File: src/rtl/pe_ctrl_pkg.sv
// Shared types for the PE sequencing controller: FSM states, layer mode,
// PE mux select encodings and the registered strobe bundle.
package pe_ctrl_pkg;

    typedef enum logic [3:0] {
        StIdle,
        StClr,
        StLoad,
        StMulStart,
        StMulWait,
        StAddStart,
        StAddWait,
        StAccWr,
        StBiasLoad,
        StPool,
        StOfWr,
        StOut
    } state_e;

    typedef enum logic {
        ModeConv = 1'b0,
        ModePool = 1'b1
    } mode_e;

    localparam logic ActnSelConv = 1'b1;
    localparam logic ActnSelPool = 1'b0;
    localparam logic WtSelWeight = 1'b1;
    localparam logic WtSelBias   = 1'b0;
    localparam logic AddSelMult  = 1'b0;
    localparam logic AddSelBias  = 1'b1;
    localparam logic OutSelConv  = 1'b0;
    localparam logic OutSelPool  = 1'b1;

    typedef struct packed {
        logic cmd_ready;
        logic in_ready;
        logic acc_clr;
        logic mult_load;
        logic add_start;
        logic acc_wr_en;
        logic of_rf_wr_en;
        logic out_valid;
        logic if_rf_wr_en;
        logic wt_rf_wr_en;
        logic actn_in_sel;
        logic wt_in_sel;
        logic add_in_sel;
        logic pe_out_sel;
    } strb_t;

    localparam strb_t StrbReset = '{cmd_ready: 1'b1, default: 1'b0};

endpackage

File: src/rtl/pe_ctrl_wait.sv
// Request/response wait unit: holds en from start until done, with an
// optional watchdog (PE_CTRL_TIMEOUT_EN) that gives up after TIMEOUT_CYC cycles.
module pe_ctrl_wait #(
    parameter int unsigned TIMEOUT_CYC = 255
) (
    input  logic clk,
    input  logic rst,
    input  logic start,
    input  logic done,
    output logic en,
    output logic fin,
    output logic tmo
);

    logic en_q;

    assign en  = en_q;
    // done is only meaningful while waiting, including the first wait cycle
    assign fin = en_q & done;

`ifdef PE_CTRL_TIMEOUT_EN
    localparam int unsigned CntW = $clog2(TIMEOUT_CYC + 1);

    logic [CntW-1:0] cnt_q;

    always_ff @(posedge clk) begin
        if (!rst) begin
            cnt_q <= '0;
        end else if (start || !en_q) begin
            cnt_q <= '0;
        end else begin
            cnt_q <= cnt_q + 1'b1;
        end
    end

    assign tmo = en_q & ~done & (cnt_q == CntW'(TIMEOUT_CYC - 1));
`else
    logic unused_timeout_cfg;
    assign unused_timeout_cfg = ^TIMEOUT_CYC;
    assign tmo = 1'b0;
`endif

    always_ff @(posedge clk) begin
        if (!rst) begin
            en_q <= 1'b0;
        end else if (start) begin
            en_q <= 1'b1;
        end else if (fin || tmo) begin
            en_q <= 1'b0;
        end
    end

endmodule

File: src/rtl/pe_ctrl.sv
// Single-PE sequencing controller: command + beat stream in, registered PE
// strobes out. Optional response watchdog under PE_CTRL_TIMEOUT_EN.
module pe_ctrl
    import pe_ctrl_pkg::*;
#(
    parameter int unsigned DATA_WIDTH  = 8,
    parameter int unsigned LEN_WIDTH   = 8,
    parameter int unsigned TIMEOUT_CYC = 255
) (
    input  logic                  clk,
    input  logic                  rst,
    input  logic                  cmd_valid,
    output logic                  cmd_ready,
    input  logic                  cmd_mode,
    input  logic [LEN_WIDTH-1:0]  cmd_len,
    input  logic                  in_valid,
    output logic                  in_ready,
    input  logic [DATA_WIDTH-1:0] in_actn,
    input  logic [DATA_WIDTH-1:0] in_filt,
    output logic [DATA_WIDTH-1:0] actn_in,
    output logic [DATA_WIDTH-1:0] filt_in,
    output logic                  actn_in_sel,
    output logic                  wt_in_sel,
    output logic                  add_in_sel,
    output logic                  pe_out_sel,
    output logic                  if_rf_wr_en,
    output logic                  wt_rf_wr_en,
    output logic                  of_rf_wr_en,
    output logic                  mult_en,
    output logic                  mult_load,
    output logic                  add_en,
    output logic                  acc_wr_en,
    output logic                  acc_clr,
    input  logic [1:0]            pe_resp,
    output logic                  out_valid,
    input  logic                  out_ready,
    output logic                  err
);

    state_e                state_q, state_d;
    mode_e                 mode_q, mode_d;
    logic [LEN_WIDTH-1:0]  len_q, len_d, tap_q, tap_d, tap_inc;
    logic [DATA_WIDTH-1:0] actn_q, actn_d, filt_q, filt_d;
    strb_t                 strb_q, strb_d;
    logic                  cmd_acc, beat_acc, last_tap;
    logic                  mul_busy, mul_fin, mul_tmo;
    logic                  add_busy, add_fin, add_tmo;

    assign cmd_acc  = cmd_valid & strb_q.cmd_ready;
    assign beat_acc = in_valid & strb_q.in_ready;
    assign tap_inc  = tap_q + 1'b1;
    assign last_tap = (tap_inc == len_q);

    pe_ctrl_wait #(.TIMEOUT_CYC(TIMEOUT_CYC)) u_mul_wait (
        .clk   (clk),
        .rst   (rst),
        .start (state_q == StMulStart),
        .done  (pe_resp[0]),
        .en    (mul_busy),
        .fin   (mul_fin),
        .tmo   (mul_tmo)
    );

    pe_ctrl_wait #(.TIMEOUT_CYC(TIMEOUT_CYC)) u_add_wait (
        .clk   (clk),
        .rst   (rst),
        .start (state_q == StAddStart),
        .done  (pe_resp[1]),
        .en    (add_busy),
        .fin   (add_fin),
        .tmo   (add_tmo)
    );

    always_comb begin
        state_d = state_q;
        case (state_q)
            StIdle:     if (cmd_acc) state_d = StClr;
            StClr: begin
                if (len_q != '0)            state_d = StLoad;
                else if (mode_q == ModePool) state_d = StOfWr;
                else                         state_d = StBiasLoad;
            end
            StLoad:     if (beat_acc) state_d = (mode_q == ModeConv) ? StMulStart : StPool;
            StMulStart: state_d = StMulWait;
            StMulWait: begin
                if (mul_fin)      state_d = StAddStart;
                else if (mul_tmo) state_d = StIdle;
            end
            StAddStart: state_d = StAddWait;
            StAddWait: begin
                if (add_fin)      state_d = StAccWr;
                else if (add_tmo) state_d = StIdle;
            end
            // add_in_sel marks the bias add, the last accumulation of a conv layer
            StAccWr: begin
                if (strb_q.add_in_sel == AddSelBias) state_d = StOfWr;
                else if (last_tap)                   state_d = StBiasLoad;
                else                                 state_d = StLoad;
            end
            StBiasLoad: if (beat_acc) state_d = StAddStart;
            StPool:     state_d = last_tap ? StOfWr : StLoad;
            StOfWr:     state_d = StOut;
            StOut:      if (out_ready) state_d = StIdle;
            default:    state_d = StIdle;
        endcase
    end

    always_comb begin
        mode_d = mode_q;
        len_d  = len_q;
        tap_d  = tap_q;
        actn_d = actn_q;
        filt_d = filt_q;
        strb_d = '0;
        strb_d.actn_in_sel = strb_q.actn_in_sel;
        strb_d.wt_in_sel   = strb_q.wt_in_sel;
        strb_d.add_in_sel  = strb_q.add_in_sel;
        strb_d.pe_out_sel  = strb_q.pe_out_sel;

        if (cmd_acc) begin
            mode_d = mode_e'(cmd_mode);
            len_d  = cmd_len;
            tap_d  = '0;
            strb_d.actn_in_sel = (mode_e'(cmd_mode) == ModeConv) ? ActnSelConv : ActnSelPool;
            strb_d.wt_in_sel   = (mode_e'(cmd_mode) == ModeConv) ? WtSelWeight : WtSelBias;
            strb_d.add_in_sel  = AddSelMult;
            strb_d.pe_out_sel  = (mode_e'(cmd_mode) == ModeConv) ? OutSelConv : OutSelPool;
        end
        if (state_q == StAccWr || state_q == StPool) tap_d = tap_inc;
        if (beat_acc) begin
            filt_d = in_filt;
            if (state_q == StLoad) actn_d = in_actn;
        end
        if (beat_acc && state_q == StBiasLoad) begin
            strb_d.wt_in_sel  = WtSelBias;
            strb_d.add_in_sel = AddSelBias;
        end

        strb_d.cmd_ready   = (state_d == StIdle);
        strb_d.in_ready    = (state_d == StLoad) || (state_d == StBiasLoad);
        strb_d.acc_clr     = (state_d == StClr);
        strb_d.mult_load   = (state_d == StMulStart);
        strb_d.add_start   = (state_d == StAddStart);
        strb_d.acc_wr_en   = (state_d == StAccWr);
        strb_d.of_rf_wr_en = (state_d == StOfWr);
        strb_d.out_valid   = (state_d == StOut);
        strb_d.if_rf_wr_en = beat_acc && (state_q == StLoad);
        strb_d.wt_rf_wr_en = beat_acc && ((state_q == StLoad && mode_q == ModeConv) ||
                                          state_q == StBiasLoad);

        if (state_d == StIdle) begin
            strb_d.actn_in_sel = 1'b0;
            strb_d.wt_in_sel   = 1'b0;
            strb_d.add_in_sel  = 1'b0;
            strb_d.pe_out_sel  = 1'b0;
        end
    end

    always_ff @(posedge clk) begin
        if (!rst) begin
            state_q <= StIdle;
            mode_q  <= ModeConv;
            len_q   <= '0;
            tap_q   <= '0;
            actn_q  <= '0;
            filt_q  <= '0;
            strb_q  <= StrbReset;
        end else begin
            state_q <= state_d;
            mode_q  <= mode_d;
            len_q   <= len_d;
            tap_q   <= tap_d;
            actn_q  <= actn_d;
            filt_q  <= filt_d;
            strb_q  <= strb_d;
        end
    end

`ifdef PE_CTRL_TIMEOUT_EN
    logic err_q;

    always_ff @(posedge clk) begin
        if (!rst) begin
            err_q <= 1'b0;
        end else if (mul_tmo || add_tmo) begin
            err_q <= 1'b1;
        end
    end

    assign err = err_q;
`else
    assign err = 1'b0;
`endif

    assign cmd_ready   = strb_q.cmd_ready;
    assign in_ready    = strb_q.in_ready;
    assign actn_in     = actn_q;
    assign filt_in     = filt_q;
    assign actn_in_sel = strb_q.actn_in_sel;
    assign wt_in_sel   = strb_q.wt_in_sel;
    assign add_in_sel  = strb_q.add_in_sel;
    assign pe_out_sel  = strb_q.pe_out_sel;
    assign if_rf_wr_en = strb_q.if_rf_wr_en;
    assign wt_rf_wr_en = strb_q.wt_rf_wr_en;
    assign of_rf_wr_en = strb_q.of_rf_wr_en;
    assign mult_en     = mul_busy;
    assign mult_load   = strb_q.mult_load;
    // add_en covers the start cycle plus the response wait
    assign add_en      = strb_q.add_start | add_busy;
    assign acc_wr_en   = strb_q.acc_wr_en;
    assign acc_clr     = strb_q.acc_clr;
    assign out_valid   = strb_q.out_valid;

endmodule
File: config.mk
export PLATFORM = sky130hd
export DESIGN_NAME = pe_ctrl
export DESIGN_NICKNAME = d
export VERILOG_FILES = /design/src/rtl/pe_ctrl_pkg.sv /design/src/rtl/pe_ctrl_wait.sv /design/src/rtl/pe_ctrl.sv
export SDC_FILE = /design/constraint.sdc
export NUM_CORES = 1
export LEC_CHECK = 0
export CAP_MARGIN = 20
export CORE_MARGIN = 5
export CORE_UTILIZATION = 43
export DETAILED_ROUTE_END_ITERATION = 12
export PLACE_DENSITY = 0.72
export REMOVE_ABC_BUFFERS = 1
export SLEW_MARGIN = 0
export SYNTH_ARGS = -nofsm -noshare
export SYNTH_HDL_FRONTEND = slang
export SYNTH_SLANG_ARGS = --single-unit
File: constraint.sdc
create_clock -name clk -period 2.5 [get_ports clk]
set_input_delay 0.5 -clock clk [delete_from_list [all_inputs] [get_ports clk]]
set_output_delay 0.5 -clock clk [all_outputs]
set_load 0.02 [all_outputs]
==> summary.md, run 1 <==
The flow ran to the end, and the final reports show no timing, DRC or antenna violations. Routability-driven placement finished with a final weighted congestion of 0.841. Growth of design area from synthesis to finish: 47.4%. The kind of cell adding the most delay to the critical path is simple AND/OR/NAND/NOR gates.

Sorting the synthesized cells by area gives the leading types as sky130_fd_sc_hd__dfxtp_1 46%, sky130_fd_sc_hd__nand2_1 10%, sky130_fd_sc_hd__a21oi_1 8.2%, sky130_fd_sc_hd__nor2_1 3.4%, sky130_fd_sc_hd__xnor2_1 3.0%. At the worst endpoint, the required time is 2750 ps. TritonCTS built the clock tree. In this run the cell area measured after placement is 3160 um^2. Static leakage power: 1.28 nW. For the post-detailed-routing wire length, the log shows 6040 um. The die covers 6990 um^2. For the starting density of the core, the log shows 45.0%. The most instantiated library cell after synthesis was sky130_fd_sc_hd__nand2_1.

The H-tree was split into 2 levels. Synthesis inferred 53 register bits. The number of DRC violations after detailed routing was 0. The first-pass GRT wire length was 9810 um; the share of flip-flops with an asynchronous set or reset after synthesis was 0%. The detail-routed via count per cell came out at 5.07.

sky130_fd_sc_hd__dfxtp_1 takes more of the synthesized area than any other cell. The worst hold path belongs to the class flip-flop to flip-flop. The number of diodes added for antenna fixing was 0; the area share of the largest cell type after synthesis was 45.6%. The run gives 2059 as the via count of the first global-routing pass. The chip height was 83.6 um; the number of buffers on the longest clock path was 2.

The share of layout cells above drive strength 1 came out at 16.6%. The number of pins exceeding their max-slew limit in the final report came out at 0. In the global route stage, met1 resource usage came out at 22.5%. The total power per unit cell area is 712 nW/um^2, and the achievable frequency is 409 MHz.

For the number of iterations in the first detailed-routing pass, the log shows 4. The setup TNS came out at 0 ps. The number of port buffers was 62. The number of hold buffers added after CTS was 0. The tools report the number of nets with antenna violations after routing as 0. For this run, the slowest stage of the critical path takes 540 ps. Met2 usage: 27.0%. The tools report the cell area after technology mapping as 2330 um^2. The number of clock sinks is 53, and the width of the die is 83.6 um. In this run the most used layer during global routing was met2.

The logs give 0 for the initial antenna violation count and 4.24% for the met3 global-route usage. The number of hold violations in the final report is 0, and the DRC violation total after the first TritonRoute iteration is 145. The floorplan core area is 5170 um^2, and the detailed-route wire length per cell is 13.6 um. After synthesis, the mean cell area works out to 8.06 um^2. Setup violations remaining at the end of the flow were counted as 0. STA classifies the critical path startpoint as a flip-flop. The clock edge transition at the registers on the reported setup and hold paths works out to 90 ps. The Yosys step of the flow raised 0 warnings.

Setup repair after global routing could not meet its margin everywhere. The buffers plus inverters on the worst setup path was 0. By count the netlist is led by 64 x sky130_fd_sc_hd__nand2_1, 53 x sky130_fd_sc_hd__dfxtp_1, 38 x sky130_fd_sc_hd__a21oi_1. The root buffer cell chosen for the clock tree is sky130_fd_sc_hd__clkbuf_8. Entering global routing, the biggest net connects 20 pins.

The total CTS buffers is 5. Traced cell by cell, the critical path runs through xnor2_2, or3_4, a2111oi_4, or4b_4, a211oi_4, and4bb_4, nand2b_1. The logs give 16.9% for the total track usage and 0 for the max-capacitance violation count. The tools report the clock network latency to the later pin of the worst-skew pair as 310 ps. The logs give 26 for the site row count and 45.6% for the sequential-to-total area share from yosys stat. The final design instance area without fill is 3430 um^2, and the count of flip-flops with a built-in enable after synthesis is 0. Final hold analysis gives a worst-case slack of 456 ps. The tools report the nature of the critical path endpoint as a flip-flop. 64 I/O pins were placed. Across all layers, the routed design uses 2245 vias.

Among all flip-flop cells after synthesis, the most frequent one is sky130_fd_sc_hd__dfxtp_1. Detailed placement finished with a half-perimeter wire length of 4300 um. For the maximum VDD drop, the log shows 0.452 mV.

The routed design could run at a clock period as short as 2450 ps. At the worst endpoint, the arrival time is 2700 ps. Of the available clock period, the critical path in the final layout requires 97.9%. On the critical path, the stage with the largest delay is an instance of sky130_fd_sc_hd__or4b_4. The synthesized netlist contains 43 unique library cells. For this run the aggregate overflow at the end of global routing stands at 0. The maximum fanout encountered on the critical timing path is 5. The class of the most critical setup path was flip-flop to flip-flop. The number of cells produced by synthesis is 289, and the number of nets in the layout is 405. Across the routed clock network, the largest skew measured is 7.01 ps.
worst reg2reg max path, delay by kind of cell (launching register included):
family / cells / cell delay [ps]
flops: 1 / 350
simple gates: 4 / 1330
xor+xnor: 1 / 130
compound gates: 2 / 570
logic make-up (layout without fill, tap and decap cells):
kind of cell	after synthesis	in the layout	synth area share, %
AOI/OAI and AO/OA	62	62	15.7
xor gates and xnor gates	13	13	4.89
adders and majority gates	1	1	0.537
buffers and inverters	19	103	3.22
DFF	53	53	45.6
muxes	1	1	0.484
other	1	1	0.161
and+or+nand+nor	139	139	29.4
state kept, by name, summed over array words and instances (netlist names), 4 cells and up:
signal	cells
state_q	4
tap_q	8
len_q	8
filt_in	8
actn_in	8
worst paths after layout:
check / startpoint / to / slack, ps / depth (start not counted)
max: tap_q[7] / cmd_ready / 50 / 7
max reg2reg: tap_q[7] / cmd_ready / 50 / 7
min: filt_in[3] / filt_in[3] / 460 / 2
min reg2reg: filt_in[3] / filt_in[3] / 460 / 2
placed cells by master (no fill, tap or decap), types with 2 or more instances in the layout:
cell type | netlist | routed
sky130_fd_sc_hd__a21oi_1 | 38 | 38
sky130_fd_sc_hd__nor2_1 | 21 | 21
sky130_fd_sc_hd__dfxtp_1 | 53 | 44
sky130_fd_sc_hd__bufinv_16 | 0 | 2
sky130_fd_sc_hd__a21o_1 | 2 | 2
sky130_fd_sc_hd__nand3_1 | 6 | 5
sky130_fd_sc_hd__and3_1 | 5 | 5
sky130_fd_sc_hd__nor4_1 | 5 | 5
sky130_fd_sc_hd__clkdlybuf4s50_1 | 0 | 62
sky130_fd_sc_hd__nor3_1 | 5 | 4
sky130_fd_sc_hd__a31oi_1 | 2 | 2
sky130_fd_sc_hd__xor2_1 | 5 | 5
sky130_fd_sc_hd__nand2b_1 | 6 | 5
sky130_fd_sc_hd__nor3b_1 | 6 | 6
sky130_fd_sc_hd__inv_1 | 2 | 2
sky130_fd_sc_hd__dfxtp_2 | 0 | 5
sky130_fd_sc_hd__dfxtp_4 | 0 | 4
sky130_fd_sc_hd__nor2b_1 | 5 | 5
sky130_fd_sc_hd__xnor2_1 | 8 | 7
sky130_fd_sc_hd__or2_2 | 2 | 2
sky130_fd_sc_hd__buf_4 | 1 | 28
sky130_fd_sc_hd__nand2_1 | 64 | 64
sky130_fd_sc_hd__o21ai_0 | 12 | 12
sky130_fd_sc_hd__clkinv_1 | 2 | 2
sky130_fd_sc_hd__clkbuf_8 | 0 | 5
sky130_fd_sc_hd__and2_1 | 4 | 4
routing by layer:
metal	wire [um]	share of wire (%)	up-vias
met1	2700	45	1012
met5	0	0	-
li1	-	-	1151
met2	2800	46	75
met3	456	7.5	7
met4	84	1.4	0
report_power, final:
| part | switching [mW] | internal, mW | leakage, nW |
|---|---|---|---|
| clock | 0.274 | 0.397 | 0.0681 |
| combinational | 0.380 | 0.381 | 0.781 |
| sequential | 0.0897 | 0.921 | 0.435 |
stage by stage:
stage / util [%] / total power [mW] / setup WS, ps / std cells
finish: 66.4 / 2.44 / 53.4 / 443
global route: 66.4 / 2.57 / -49.2 / 443
CTS: 63.8 / 2.41 / 8.94 / 438
detailed placement: 61.0 / 1.73 / -27.0 / 430
global placement: 61.0 / 1.72 / 78.4 / 430
floorplan: - / 1.42 / -42.7 / 274
cell type report:
type | count | area, um^2
clock inverters | 3 | 65.1
clock buffers | 5 | 68.8
multi-input cells | 217 | 1270
well taps | 70 | 87.6
inverters | 4 | 15.0
fillers | 428 | 1740
repair buffers | 91 | 842
flip-flops and latches | 53 | 1080
timing repair:
item	CTS	global route
endpoints found under the setup margin	2	11
buffers inserted	0	5
pin swaps	0	6
gates resized for setup	2	22
(Power assumes the default switching activity.)
==> inputs of run 2 (changes only) <==
--- a/config.mk
+++ b/config.mk
@@ -15,3 +15,4 @@
 export SYNTH_ARGS = -nofsm -noshare
 export SYNTH_HDL_FRONTEND = slang
 export SYNTH_SLANG_ARGS = --single-unit
+export TNS_END_PERCENT = 1
==> summary.md, run 2 (synthesis results as in run 1) <==
The run finished with clean final reports. The met2 usage is 27.0% (unchanged), and the total power per unit cell area is 710 nW/um^2 (-0.31%). The total of endpoints with negative setup slack in the final report was 0 (unchanged); the total CTS buffers was 5 (unchanged).

The clock edge transition at the registers on the reported setup and hold paths came out at 90 ps (about the same). The via count of the first global-routing pass came out at 2059 (unchanged). The worst endpoint required time is 2750 ps (about the same), and the number of DRC violations after detailed routing is 0 (unchanged). For the placed wire-length estimate after detailed placement, the log shows 4300 um (unchanged). The run gives 2 (unchanged) as the level count of the clock H-tree. The logs give 6990 um^2 (unchanged) for the die area and 0 (unchanged) for the number of hold violations in the final report. The reg-to-reg endpoint is cmd_ready.

The tools report the number of clock sinks as 53 (unchanged). The worst setup path is captured at a flip-flop. The logs give 2 (unchanged) for the number of buffers on the longest clock path and 45.0% (unchanged) for the starting density of the core. The reg-to-reg setup timing slack was 50 ps (about the same). The tools report the post-layout instance count excluding filler cells as 442 (-0.23%). The floorplan core area came out at 5170 um^2 (unchanged).

The signal on the critical path passes through xnor2_2, or3_4, a2111oi_4, or4b_4, a211oi_4, and4bb_4, nand2b_1. CTS placed an instance of sky130_fd_sc_hd__clkbuf_8 at the clock tree root. The initial antenna violation count was 0 (unchanged); the number of pins exceeding their max-slew limit in the final report was 0 (unchanged). The run gives 0 (unchanged) as the number of nets with antenna violations after routing. The chip height came out at 83.6 um (unchanged). The tools report the clock network latency to the later pin of the worst-skew pair as 310 ps (about the same). Hold path depth: 2 (unchanged). The worst register-to-register path begins at tap_q[7]. The hold-fix buffer count after cts is 0 (unchanged), and the number of nets in the layout is 404 (-0.25%). Met3 global-route usage: 4.24% (unchanged). In this run the most used layer during global routing was met2. The post-detailed-routing wire length was 6040 um (about the same); the placer's final routability congestion estimate was 0.841 (unchanged). The detailed-route wire length per cell is 13.7 um (+0.14%). Number of top-level pins: 64 (unchanged). Width of the die: 83.6 um (unchanged).

The class of the tightest hold or removal check was flip-flop to flip-flop. The worst-case clock skew was 7.44 ps (+0.430 ps). The class of the most critical setup path was flip-flop to flip-flop. Relative to the synthesized area, the layout overhead comes to 47.1%. The tools report the start point of the critical path as tap_q[7].

The total track usage was 16.9% (unchanged). The share of the cycle needed by the critical path after routing was 97.8% (about the same); the final global-route overflow total was 0 (unchanged). The data arrival time of the worst path came out at 2700 ps (about the same). For the static leakage power, the log shows 1.28 nW (-0.34%). The number of diodes added for antenna fixing is 0 (unchanged), and the max-capacitance violation count is 0 (unchanged). For the met1 capacity usage during global routing, the log shows 22.5% (unchanged). The library cell used most frequently in the layout, excluding fill and tap cells, is sky130_fd_sc_hd__nand2_1. The library cells used most frequently in the layout, excluding fill and tap cells, are 64 x sky130_fd_sc_hd__nand2_1, 62 x sky130_fd_sc_hd__clkdlybuf4s50_1, 44 x sky130_fd_sc_hd__dfxtp_1. The site row count is 26 (unchanged). The number of instances in the placed design is 430 (unchanged), and the share of layout cells above drive strength 1 is 16.4% (-0.22 points). The achievable frequency is 409 MHz (about the same). The via count of the routed design is 2246 (+0.045%), and the maximum fanout encountered on the critical timing path is 5 (unchanged). STA classifies the critical path startpoint as a flip-flop. The final critical path time including I/O delays and setup is 2450 ps (-1.19 ps), and the maximum VDD drop is 0.448 mV (-0.82%). The cell with the largest stage delay on the worst path is sky130_fd_sc_hd__or4b_4. Number of port buffers: 62 (unchanged). The DRC violation total after the first TritonRoute iteration was 127 (-12%).

The worst reg-to-reg path cell count was 7 (unchanged); the maximum number of pins on one net before global-route repair was 20 (unchanged). The detail-routed via count per cell was 5.08 (+0.27%); the setup TNS was 0 ps (unchanged). Setup repair after global routing could not meet its margin everywhere. The first-pass GRT wire length is 9810 um (unchanged). The most critical setup path has its endpoint at cmd_ready. The peak per-stage delay on the critical path was 540 ps (about the same). TritonCTS built the clock tree. Number of iterations in the first detailed-routing pass: 4 (unchanged).
run 2: changes by cell type in the layout (fill, tap and decap cells not counted):
cell / before / now
sky130_fd_sc_hd__buf_4: 28 / 27
run 2: where the power goes:
part           switching (mW)  internal (mW)
sequential             0.0902          0.921
combinational           0.377          0.371
clock                   0.274          0.397
total                   0.741           1.69
run 2: what timing repair did:
action,4_1_cts,5_1_grt
endpoints found under the setup margin,2,11
resized for setup,2,22
pin swaps,0,6
setup buffers,0,4
run 2: layout make-up:
class                           instances  area, um^2
Clock buffer                            5        68.8
Fill cell                             430        1750
Timing Repair Buffer                   90         835
Inverter                                4        15.0
Multi-Input combinational cell        217        1270
Tap cell                               70        87.6
Sequential cell                        53        1080
Clock inverter                          3        65.1
run 2: how the worst min path moves through the flow:
| stage | from | end | slack, ps |
|---|---|---|---|
| floorplan | u_add_wait.en | u_add_wait.en | 460 |
| global placement | filt_in[5] | filt_in[5] | 440 |
| detailed placement | actn_in[2] | actn_in[2] | 450 |
| CTS | actn_in[2] | actn_in[2] | 460 |
| global route | actn_in[3] | actn_in[3] | 470 |
| finish | filt_in[3] | filt_in[3] | 460 |
run 2: per-layer routing:
metal | share of wire, % | wire length (um) | vias up
li1 | - | - | 1149
met2 | 47 | 2830 | 72
met5 | 0 | 0 | -
met1 | 45 | 2710 | 1018
met3 | 6.9 | 416 | 7
met4 | 1.4 | 83 | 0
run 2: worst max-delay path, delay by kind of cell, from the launching register on:
| family | cells | cell delay, ps |
|---|---|---|
| AND/OR/NAND/NOR | 4 | 1330 |
| XOR/XNOR | 1 | 130 |
| AO/OA/AOI/OAI | 2 | 570 |
| flip-flops | 1 | 350 |
run 2: through the flow:
| step | total power [mW] | utilization (%) | setup slack (ps) | hold slack (ps) | cell area [um^2] |
|---|---|---|---|---|---|
| 2_1_floorplan | 1.42 | - | -42.7 | 458 | 2270 |
| 3_3_place_gp | 1.72 | 61.0 | 78.4 | 441 | 3160 |
| 3_5_place_dp | 1.73 | 61.0 | -27.0 | 446 | 3160 |
| 4_1_cts | 2.41 | 63.8 | 8.94 | 459 | 3300 |
| 5_1_grt | 2.56 | 66.2 | -49.2 | 473 | 3420 |
| 6_report | 2.43 | 66.2 | 54.6 | 456 | 3420 |
